[config.mk]
export PLATFORM = sky130hd
export DESIGN_NAME = datapath_control_unit_flat
export DESIGN_NICKNAME = d
export VERILOG_FILES = /design/src/rtl/datapath_control_unit_if.sv /design/src/rtl/datapath_control_unit.sv /design/src/flat_wrapper.sv
export SDC_FILE = /design/constraint.sdc
export NUM_CORES = 1
export LEC_CHECK = 0
export BUFFER_PORTS_ARGS = -buffer_cell sky130_fd_sc_hd__buf_4
export CAP_MARGIN = 20
export CORE_UTILIZATION = 49
export CTS_CLUSTER_SIZE = 14
export DETAILED_ROUTE_END_ITERATION = 10
export GPL_TIMING_DRIVEN = 1
export PLACE_DENSITY = 0.84
export SYNTH_ARGS = -nofsm -noshare
export SYNTH_HDL_FRONTEND = slang
export SYNTH_SLANG_ARGS = --single-unit
[constraint.sdc]
create_clock -name clk -period 6.5 [get_ports clk]
set_input_delay 0.65 -clock clk [delete_from_list [all_inputs] [get_ports clk]]
set_output_delay 0.65 -clock clk [all_outputs]
set_load 0.005 [all_outputs]
[src/rtl/datapath_control_unit_if.sv]
// Control-strobe bundle between the hardwired control unit and the 32-bit datapath.
// The master drives the strobes; the slave (datapath) supplies IR, CON_FF and Stop.
interface datapath_control_unit_if;
  logic [31:0] IR;
  logic        CON_FF;
  logic        Stop;

  logic        PCout, Zlowout, MDRout, InPortout;
  logic        MARin, Zin, PCin, MDRin, IRin, Yin;
  logic        Gra, Grb, Grc, Rin, Rout, BAout, Cout;
  logic        CONin, OutportIn;
  logic        Read, Write;
  logic [4:0]  ALU_Control;
  logic        Run;
  logic [3:0]  state_dbg;

  // Handshake: none. Every strobe is a level valid for exactly the current clk
  // cycle; the datapath acts on it at the next rising edge, with no back-pressure.
  modport master (
    input  IR, CON_FF, Stop,
    output PCout, Zlowout, MDRout, InPortout,
    output MARin, Zin, PCin, MDRin, IRin, Yin,
    output Gra, Grb, Grc, Rin, Rout, BAout, Cout,
    output CONin, OutportIn, Read, Write, ALU_Control, Run, state_dbg
  );

  modport slave (
    output IR, CON_FF, Stop,
    input  PCout, Zlowout, MDRout, InPortout,
    input  MARin, Zin, PCin, MDRin, IRin, Yin,
    input  Gra, Grb, Grc, Rin, Rout, BAout, Cout,
    input  CONin, OutportIn, Read, Write, ALU_Control, Run, state_dbg
  );
endinterface

[src/rtl/datapath_control_unit.sv]
// Hardwired Moore control unit: steps the datapath through a 3-cycle fetch and
// an opcode-dependent execute sequence, decoding strobes from state and IR.
module datapath_control_unit #(
  parameter logic [4:0] ALU_ADD = 5'd3,
  parameter logic [4:0] ALU_INC = 5'd12
) (
  input  logic                      clk,
  input  logic                      clr,
  datapath_control_unit_if.master   bus
);

  typedef enum logic [3:0] {
    S_RST  = 4'd0,
    S_T0   = 4'd1,
    S_T1   = 4'd2,
    S_T2   = 4'd3,
    S_T3   = 4'd4,
    S_T4   = 4'd5,
    S_T5   = 4'd6,
    S_T6   = 4'd7,
    S_T7   = 4'd8,
    S_HALT = 4'd9
  } state_t;

  localparam logic [4:0] OP_LD   = 5'b00000;
  localparam logic [4:0] OP_LDI  = 5'b00001;
  localparam logic [4:0] OP_ST   = 5'b00010;
  localparam logic [4:0] OP_NEG  = 5'b10001;
  localparam logic [4:0] OP_NOT  = 5'b10010;
  localparam logic [4:0] OP_BR   = 5'b10011;
  localparam logic [4:0] OP_JR   = 5'b10100;
  localparam logic [4:0] OP_IN   = 5'b10110;
  localparam logic [4:0] OP_OUT  = 5'b10111;
  localparam logic [4:0] OP_HALT = 5'b11011;

  state_t     state_q, state_d;
  logic [4:0] opcode;
  logic       is_rtype, is_imm, is_negnot, is_addr;
  logic [3:0] exec_len;
  logic [3:0] step_idx;
  logic       in_exec, is_last;
  logic       unused_ir;

  assign opcode    = bus.IR[31:27];
  assign unused_ir = ^bus.IR[26:0];

  assign is_rtype  = (opcode >= 5'd3)  && (opcode <= 5'd11);
  assign is_imm    = (opcode >= 5'd12) && (opcode <= 5'd14);
  assign is_negnot = (opcode == OP_NEG) || (opcode == OP_NOT);
  assign is_addr   = (opcode == OP_LD) || (opcode == OP_LDI) || (opcode == OP_ST);

  // Number of execute cycles (T3 onward) for the instruction currently in IR.
  always_comb begin
    exec_len = 4'd1;
    if (is_rtype || is_imm || opcode == OP_LDI) exec_len = 4'd3;
    else if (is_negnot)                          exec_len = 4'd2;
    else if (opcode == OP_LD || opcode == OP_ST) exec_len = 4'd5;
    else if (opcode == OP_BR)                    exec_len = 4'd4;
  end

  assign in_exec  = (state_q >= S_T3) && (state_q <= S_T7);
  assign step_idx = state_q - S_T3;
  assign is_last  = in_exec && (step_idx == exec_len - 4'd1);

  // Stop only matters on the way into T0, so a running instruction always completes.
  always_comb begin
    state_d = state_q;
    unique case (state_q)
      S_RST:   state_d = bus.Stop ? S_HALT : S_T0;
      S_T0:    state_d = S_T1;
      S_T1:    state_d = S_T2;
      S_T2:    state_d = S_T3;
      S_HALT:  state_d = S_HALT;
      default: begin
        if (is_last) begin
          if (opcode == OP_HALT) state_d = S_HALT;
          else                   state_d = bus.Stop ? S_HALT : S_T0;
        end else begin
          state_d = state_t'(state_q + 4'd1);
        end
      end
    endcase
  end

  always_ff @(posedge clk) begin
    if (!clr) state_q <= S_RST;
    else      state_q <= state_d;
  end

  assign bus.state_dbg = state_q;

  always_comb begin
    bus.PCout       = 1'b0;
    bus.Zlowout     = 1'b0;
    bus.MDRout      = 1'b0;
    bus.InPortout   = 1'b0;
    bus.MARin       = 1'b0;
    bus.Zin         = 1'b0;
    bus.PCin        = 1'b0;
    bus.MDRin       = 1'b0;
    bus.IRin        = 1'b0;
    bus.Yin         = 1'b0;
    bus.Gra         = 1'b0;
    bus.Grb         = 1'b0;
    bus.Grc         = 1'b0;
    bus.Rin         = 1'b0;
    bus.Rout        = 1'b0;
    bus.BAout       = 1'b0;
    bus.Cout        = 1'b0;
    bus.CONin       = 1'b0;
    bus.OutportIn   = 1'b0;
    bus.Read        = 1'b0;
    bus.Write       = 1'b0;
    bus.ALU_Control = 5'd0;
    bus.Run         = (state_q >= S_T0) && (state_q <= S_T7);

    unique case (state_q)
      S_T0: begin
        bus.PCout = 1'b1; bus.MARin = 1'b1; bus.Zin = 1'b1;
        bus.ALU_Control = ALU_INC;
      end
      S_T1: begin
        bus.Zlowout = 1'b1; bus.PCin = 1'b1; bus.Read = 1'b1; bus.MDRin = 1'b1;
      end
      S_T2: begin
        bus.MDRout = 1'b1; bus.IRin = 1'b1;
      end
      default: begin
        if (is_rtype || is_imm) begin
          if (state_q == S_T3) begin
            bus.Grb = 1'b1; bus.Rout = 1'b1; bus.Yin = 1'b1;
          end else if (state_q == S_T4) begin
            bus.Grc  = is_rtype; bus.Rout = is_rtype; bus.Cout = is_imm;
            bus.ALU_Control = opcode; bus.Zin = 1'b1;
          end else if (state_q == S_T5) begin
            bus.Zlowout = 1'b1; bus.Gra = 1'b1; bus.Rin = 1'b1;
          end
        end else if (is_negnot) begin
          if (state_q == S_T3) begin
            bus.Grb = 1'b1; bus.Rout = 1'b1; bus.ALU_Control = opcode; bus.Zin = 1'b1;
          end else if (state_q == S_T4) begin
            bus.Zlowout = 1'b1; bus.Gra = 1'b1; bus.Rin = 1'b1;
          end
        end else if (is_addr) begin
          // ld/ldi/st share the effective-address computation (Rb or 0, plus C).
          if (state_q == S_T3) begin
            bus.Grb = 1'b1; bus.BAout = 1'b1; bus.Yin = 1'b1;
          end else if (state_q == S_T4) begin
            bus.Cout = 1'b1; bus.ALU_Control = ALU_ADD; bus.Zin = 1'b1;
          end else if (state_q == S_T5) begin
            bus.Zlowout = 1'b1;
            if (opcode == OP_LDI) begin
              bus.Gra = 1'b1; bus.Rin = 1'b1;
            end else begin
              bus.MARin = 1'b1;
            end
          end else if (state_q == S_T6) begin
            bus.MDRin = 1'b1;
            if (opcode == OP_LD) bus.Read = 1'b1;
            else begin
              bus.Gra = 1'b1; bus.Rout = 1'b1;
            end
          end else if (state_q == S_T7) begin
            if (opcode == OP_LD) begin
              bus.MDRout = 1'b1; bus.Gra = 1'b1; bus.Rin = 1'b1;
            end else begin
              bus.Write = 1'b1;
            end
          end
        end else if (opcode == OP_BR) begin
          if (state_q == S_T3) begin
            bus.Gra = 1'b1; bus.Rout = 1'b1; bus.CONin = 1'b1;
          end else if (state_q == S_T4) begin
            bus.PCout = 1'b1; bus.Yin = 1'b1;
          end else if (state_q == S_T5) begin
            bus.Cout = 1'b1; bus.ALU_Control = ALU_ADD; bus.Zin = 1'b1;
          end else if (state_q == S_T6) begin
            bus.Zlowout = bus.CON_FF; bus.PCin = bus.CON_FF;
          end
        end else if (state_q == S_T3) begin
          if (opcode == OP_JR) begin
            bus.Gra = 1'b1; bus.Rout = 1'b1; bus.PCin = 1'b1;
          end else if (opcode == OP_IN) begin
            bus.InPortout = 1'b1; bus.Gra = 1'b1; bus.Rin = 1'b1;
          end else if (opcode == OP_OUT) begin
            bus.Gra = 1'b1; bus.Rout = 1'b1; bus.OutportIn = 1'b1;
          end
        end
      end
    endcase
  end

endmodule

[src/flat_wrapper.sv]
// flat-port wrapper written by rule: the top's interface ports become plain ports
module datapath_control_unit_flat 
#(
  parameter logic [4:0] ALU_ADD = 5'd3,
  parameter logic [4:0] ALU_INC = 5'd12
)
  (clk, clr, bus_IR, bus_CON_FF, bus_Stop, bus_PCout, bus_Zlowout, bus_MDRout, bus_InPortout, bus_MARin, bus_Zin, bus_PCin, bus_MDRin, bus_IRin, bus_Yin, bus_Gra, bus_Grb, bus_Grc, bus_Rin, bus_Rout, bus_BAout, bus_Cout, bus_CONin, bus_OutportIn, bus_Read, bus_Write, bus_ALU_Control, bus_Run, bus_state_dbg);
  datapath_control_unit_if bus_i ();
  input  logic clk;
  input  logic clr;
  input wire logic [$bits(bus_i.IR)-1:0] bus_IR;
  input wire logic [$bits(bus_i.CON_FF)-1:0] bus_CON_FF;
  input wire logic [$bits(bus_i.Stop)-1:0] bus_Stop;
  output wire logic [$bits(bus_i.PCout)-1:0] bus_PCout;
  output wire logic [$bits(bus_i.Zlowout)-1:0] bus_Zlowout;
  output wire logic [$bits(bus_i.MDRout)-1:0] bus_MDRout;
  output wire logic [$bits(bus_i.InPortout)-1:0] bus_InPortout;
  output wire logic [$bits(bus_i.MARin)-1:0] bus_MARin;
  output wire logic [$bits(bus_i.Zin)-1:0] bus_Zin;
  output wire logic [$bits(bus_i.PCin)-1:0] bus_PCin;
  output wire logic [$bits(bus_i.MDRin)-1:0] bus_MDRin;
  output wire logic [$bits(bus_i.IRin)-1:0] bus_IRin;
  output wire logic [$bits(bus_i.Yin)-1:0] bus_Yin;
  output wire logic [$bits(bus_i.Gra)-1:0] bus_Gra;
  output wire logic [$bits(bus_i.Grb)-1:0] bus_Grb;
  output wire logic [$bits(bus_i.Grc)-1:0] bus_Grc;
  output wire logic [$bits(bus_i.Rin)-1:0] bus_Rin;
  output wire logic [$bits(bus_i.Rout)-1:0] bus_Rout;
  output wire logic [$bits(bus_i.BAout)-1:0] bus_BAout;
  output wire logic [$bits(bus_i.Cout)-1:0] bus_Cout;
  output wire logic [$bits(bus_i.CONin)-1:0] bus_CONin;
  output wire logic [$bits(bus_i.OutportIn)-1:0] bus_OutportIn;
  output wire logic [$bits(bus_i.Read)-1:0] bus_Read;
  output wire logic [$bits(bus_i.Write)-1:0] bus_Write;
  output wire logic [$bits(bus_i.ALU_Control)-1:0] bus_ALU_Control;
  output wire logic [$bits(bus_i.Run)-1:0] bus_Run;
  output wire logic [$bits(bus_i.state_dbg)-1:0] bus_state_dbg;
  assign bus_i.IR = bus_IR;
  assign bus_i.CON_FF = bus_CON_FF;
  assign bus_i.Stop = bus_Stop;
  assign bus_PCout = bus_i.PCout;
  assign bus_Zlowout = bus_i.Zlowout;
  assign bus_MDRout = bus_i.MDRout;
  assign bus_InPortout = bus_i.InPortout;
  assign bus_MARin = bus_i.MARin;
  assign bus_Zin = bus_i.Zin;
  assign bus_PCin = bus_i.PCin;
  assign bus_MDRin = bus_i.MDRin;
  assign bus_IRin = bus_i.IRin;
  assign bus_Yin = bus_i.Yin;
  assign bus_Gra = bus_i.Gra;
  assign bus_Grb = bus_i.Grb;
  assign bus_Grc = bus_i.Grc;
  assign bus_Rin = bus_i.Rin;
  assign bus_Rout = bus_i.Rout;
  assign bus_BAout = bus_i.BAout;
  assign bus_Cout = bus_i.Cout;
  assign bus_CONin = bus_i.CONin;
  assign bus_OutportIn = bus_i.OutportIn;
  assign bus_Read = bus_i.Read;
  assign bus_Write = bus_i.Write;
  assign bus_ALU_Control = bus_i.ALU_Control;
  assign bus_Run = bus_i.Run;
  assign bus_state_dbg = bus_i.state_dbg;
  datapath_control_unit #(.ALU_ADD(ALU_ADD), .ALU_INC(ALU_INC)) u_core (.clk(clk), .clr(clr), .bus(bus_i));
endmodule
-- After elaboration in Yosys (flattened, before gate mapping)
Cells that the tools add are included.
- divide/modulo/power cells: 0
- $add $sub $neg: 3
- bitwise operators: 0
- multipliers: 0
- multiplexer cells: 172
- reduce and logical (&&, ||, !) cells: 17
- $lt $le $gt $ge: 7
- equality and inequality tests: 19
- shift operators: 0
- operators by type and width (operator ; count):
    $mux 1 ; 143
    $mux 5 ; 10
    $eq 5x5->1 const B ; 7
    $mux 4 ; 6
    $pmux 4 s5 ; 1
    $eq 4x3->1 const B ; 4
    $pmux 1 s2 ; 8
    $le 5x4->1 const B ; 2
    $pmux 5 s2 ; 1
    $eq 4x2->1 const B ; 2
    $eq 4x4->1 const B ; 2
    $logic_or 1x1->1 ; 6
    $reduce_or 2->1 ; 3
    $eq 5x1->1 const B ; 1
    $eq 5x2->1 const B ; 1
    $ge 5x2->1 const B ; 1
    $ge 5x4->1 const B ; 1
    $logic_and 1x1->1 ; 5
    $logic_not 5->1 ; 1
    $add 4x1->4 const B ; 1
    $eq 4x1->1 const B ; 1
    $eq 4x4->1 ; 1
    $ge 4x1->1 const B ; 1
    $ge 4x3->1 const B ; 1
    7 further kinds ; 8
- bits in read-only memories: 0
- RAM bits: 0
- output and inout port bits: 31
- register bits: 4
- memories: 0
- latch bits: 0
- logic and storage cells: 219

-- Logic depth before layout (Yosys ltp)
- depth after elaboration: 11
- depth in mapped cells: 9
- mapped depth without buffers: 7

-- Worst setup path before layout
Ideal clock, no wire load.
- path type: reg-to-output
- from: register u_core.state_q[0] (netlist: u_core.bus.state_dbg[0])
- to: output port bus_MDRout
- path slack: 3845 ps
- arrival: 2005 ps
- data required time: 5850 ps
- stages on the path, launching flop included: 8
- cells stage by stage: dfxtp_1 -> inv_1 -> ha_1 -> buf_2 -> o31a_1 -> buf_2 -> or4_1 -> o21bai_1
- cells in the longest elaborated chain, start to end: 10
- elaborated cells on any way between the ends: 18
- classes of those cells: eq/ne: 8; mux: 9; reduce/logical: 1
- ends and longest elaborated chain (element ; line ; RTL):
    from (decl) ; datapath_control_unit.sv:36 ; state_t state_q, state_d;
    from (signal assigned) ; datapath_control_unit.sv:87 ; else state_q <= state_d;
    $eq 4x4->1 ; datapath_control_unit.sv:163 ; end else if (state_q == S_T7) begin
    $mux 1 ; datapath_control_unit.sv:163 ;
    $mux 1 ; datapath_control_unit.sv:157 ; end else if (state_q == S_T6) begin
    $mux 1 ; datapath_control_unit.sv:150 ; end else if (state_q == S_T5) begin
    $mux 1 ; datapath_control_unit.sv:148 ; end else if (state_q == S_T4) begin
    $mux 1 ; datapath_control_unit.sv:146 ; if (state_q == S_T3) begin
    $mux 1 ; datapath_control_unit.sv:144 ; end else if (is_addr) begin
    $mux 1 ; datapath_control_unit.sv:138 ; end else if (is_negnot) begin
    $mux 1 ; datapath_control_unit.sv:129 ; if (is_rtype || is_imm) begin
    $pmux 1 s2 * ; datapath_control_unit.sv:117 ; unique case (state_q)
    to (decl) ; flat_wrapper.sv:16 ; output wire logic [$bits(bus_i.MDRout)-1:0] bus_MDRout;
Every way passes the cells marked *; elsewhere a longest branch is shown, timed or not.

-- Worst setup path after layout
Ends and elaborated chain as after synthesis.

==> flow_summary.yaml <==
timing:
  rsz0062_at_grt: "false"
  setup_viol: 0
  finalWorstPathRequiredPeriod_ns: 3.16
  slew_headroom_pct: 62.1
  finalCritPeriodShare_pct: 48.6
  hold_viol_final: 0
  fin_skew_ns: 0.00219
  final.setup.tns_ns: 0
  worst_slew_pin_slew_ns: 0.555
  holdWs_ns: 0.668
  final_max_slew_viol_count: 0
  fmax_mhz: 317
clock_network:
  clk_latency_ns: 0.23
  cts_tree: "built"
  clk_path_buf_depth: 2
  htreeDepth: 1
  cts-root-buf: "clkbuf_4"
  cts_resized: 0
  post_cts_buffers: 0
  hold_buffers: 0
  cts_sinks: 4
  clkTransAtPathRegs_ns: 0.04
  cts_buffers: 3
synth:
  synth_enable_flop_cells: 0
  syn-num-nets: 229
  synth-seq-area-share_pct: 6.39
  syn_avg_cell_area_sq_um: 6.78
  ys.flop_type: "dfxtp_1"
  ys_seq_elements: 4
  synth-async-reset-ratio_pct: 0
  synth.distinct_cells: 54
  synth-warning-count: 0
  synth_area_sq_um: 1250
  synthCells: 185
placement:
  gp_congestion: 0.963
  numPortBuffers: 39
  dpl.hpwl_mm: 2.71
  placedInstanceArea_sq_um: 1490
setup_path:
  cp-start-kind: "flop"
  cp.arrival_ns: 2.51
  path_max_fanout: 11
  required_ns: 5.85
  cp-end-kind: "output port"
  timing_worst_setup_path_type: "reg2out"
floorplanning:
  die_h_um: 52.6
  dieArea_sq_um: 2760
  coreArea_sq_um: 2320
  start_util_pct: 54.1
  die_width_um: 52.6
  ios: 67
  rows: 17
grt:
  grt_max_degree: 22
  grt_pass1_wl_mm: 6.12
  grt_pass1_vias: 1385
  grt_usage_pct: 29.2
  antenna_found_initial: 0
  globalRouteOverflowTotal: 0
drt:
  first_pass_iters: 4
  wirelength_mm: 3.63
  vias: 1518
  vias_per_cell: 6.38
  post_drt_wl_per_cell_um: 15.2
  drt_iter0_markers: 51
  drc: 0
  ant_nets: 0
final_layout:
  num_antenna_cells: 0
  fin_nets: 256
  final_area_sq_um: 1510
  utilization_pct: 65.1
  largest_register_ffs: 4
  syn_to_final_growth_pct: 20.5
  final_layout_size_suffix_gt1_share_pct: 23.8
min_path:
  min_path_type: "in2reg"
pwr:
  ir_worst_vdd_mv: 0.238
  powerDensity_nw_per_um2: 292
  power_leakage_nw: 0.609
  fin_total_pwr_w: 0.000442
run:
  max-cap-violations: 0
outcome:
  status: "completed"
cells in the mapped netlist, drive strengths merged, types with 2 or more instances:
library cell	number	area, sq um
a22oi	4	30.0
buf	10	67.6
nor2	11	43.8
nor3b	4	30.0
nand2b	5	33.8
or3	2	12.5
a211oi	3	22.5
ha	8	100
o31ai	7	52.6
xnor2	2	17.5
nor3	9	50.1
o31a	3	26.3
o21a	3	22.5
xor2	2	17.5
o21ai	8	40.0
a31oi	3	18.8
a21oi	13	65.1
a21boi	2	15.0
a22o	2	17.5
and2	3	18.8
a21o	4	30.0
or4	2	15.0
a211o	2	17.5
o21bai	2	15.0
clkbuf	7	26.3
dfxtp	4	80.1
nor4	4	61.3
nor4b	2	17.5
nand2	20	75.1
inv	8	30.0
nand3	12	65.1
per-stage QoR:
step | cells | setup slack, ns
floorplan | 185 | 3.85
global placement | 235 | 3.60
detailed placement | 235 | 3.60
CTS | 238 | 3.34
global route | 238 | 3.17
finish | 238 | 3.34
placed cells by master, fill, tap and decap left out, types with 2 or more instances in the layout:
cell type  synthesis  layout
buf_4              2      39
nand2_1           20      20
a21oi_1           13      13
nand3_1           11      11
nor2_1            10      10
inv_1              8       8
nor3_1             8       8
ha_1               8       8
o31ai_1            7       7
o21ai_0            7       7
nor3b_1            4       4
a22oi_1            4       4
a21o_1             4       4
nand2b_1           4       4
dfxtp_1            4       4
and2_1             3       3
o31a_1             3       3
a211oi_1           3       3
o21a_1             3       3
a31oi_1            3       3
clkbuf_4           0       3
a211o_1            2       2
xor2_1             2       2
a22o_1             2       2
or4_1              2       2
nor4b_1            2       2
o21bai_1           2       2
a21boi_0           2       2
or3_1              2       2
nor4_4             2       2
xnor2_1            2       2
where the power goes:
| group | total, W | switching [W] | internal, W |
|---|---|---|---|
| Sequential | 0.0000518 | 0.0000172 | 0.0000346 |
| Combinational | 0.000360 | 0.000204 | 0.000156 |
| Clock | 0.0000294 | 0.00000888 | 0.0000206 |
cell families (layout without fill, tap and decap cells):
logic type	after synthesis	in the layout	synth area share [%]
xor+xnor	4	4	2.79
compound gates	66	66	36.7
flops	4	4	6.39
buf+inv	25	50	9.88
fa+ha+maj	8	8	7.98
simple gates	78	78	36.2
path summary, 6_finish.rpt:
check,cells after the start,to,startpoint,slack [ns]
max,6,bus_MDRout,u_core.bus.state_dbg[0]$_SDFF_PN0_,3.34
min,2,u_core.bus.state_dbg[1]$_SDFF_PN0_,clr,0.67
max reg2reg,7,u_core.bus.state_dbg[3]$_SDFF_PN0_,u_core.bus.state_dbg[0]$_SDFF_PN0_,4.07
min reg2reg,2,u_core.bus.state_dbg[0]$_SDFF_PN0_,u_core.bus.state_dbg[0]$_SDFF_PN0_,0.72
layer usage:
layer  track usage (%)  wire, um  vias up
li1                  -         -      747
met3              2.61       315        9
met4              14.0        61        0
met1              35.5      1510      673
met5                 0         0        -
met2              50.6      1740       89
final cells by class:
type / instances / area [sq um]
Sequential cell: 4 / 80.1
Inverter: 8 / 30.0
Clock buffer: 3 / 22.5
Tap cell: 28 / 35.0
Timing Repair Buffer: 39 / 293
Multi-Input combinational cell: 156 / 1050
Fill cell: 208 / 808
critical path, stage by stage, from the launching register on:
cell      delay (ns)
dfxtp_1         0.46
inv_1           0.13
ha_1            0.33
o31a_1          0.49
or4_1           0.57
o21bai_1        0.16
buf_4           0.13
Note: power is estimated with default switching activity, not from simulation.
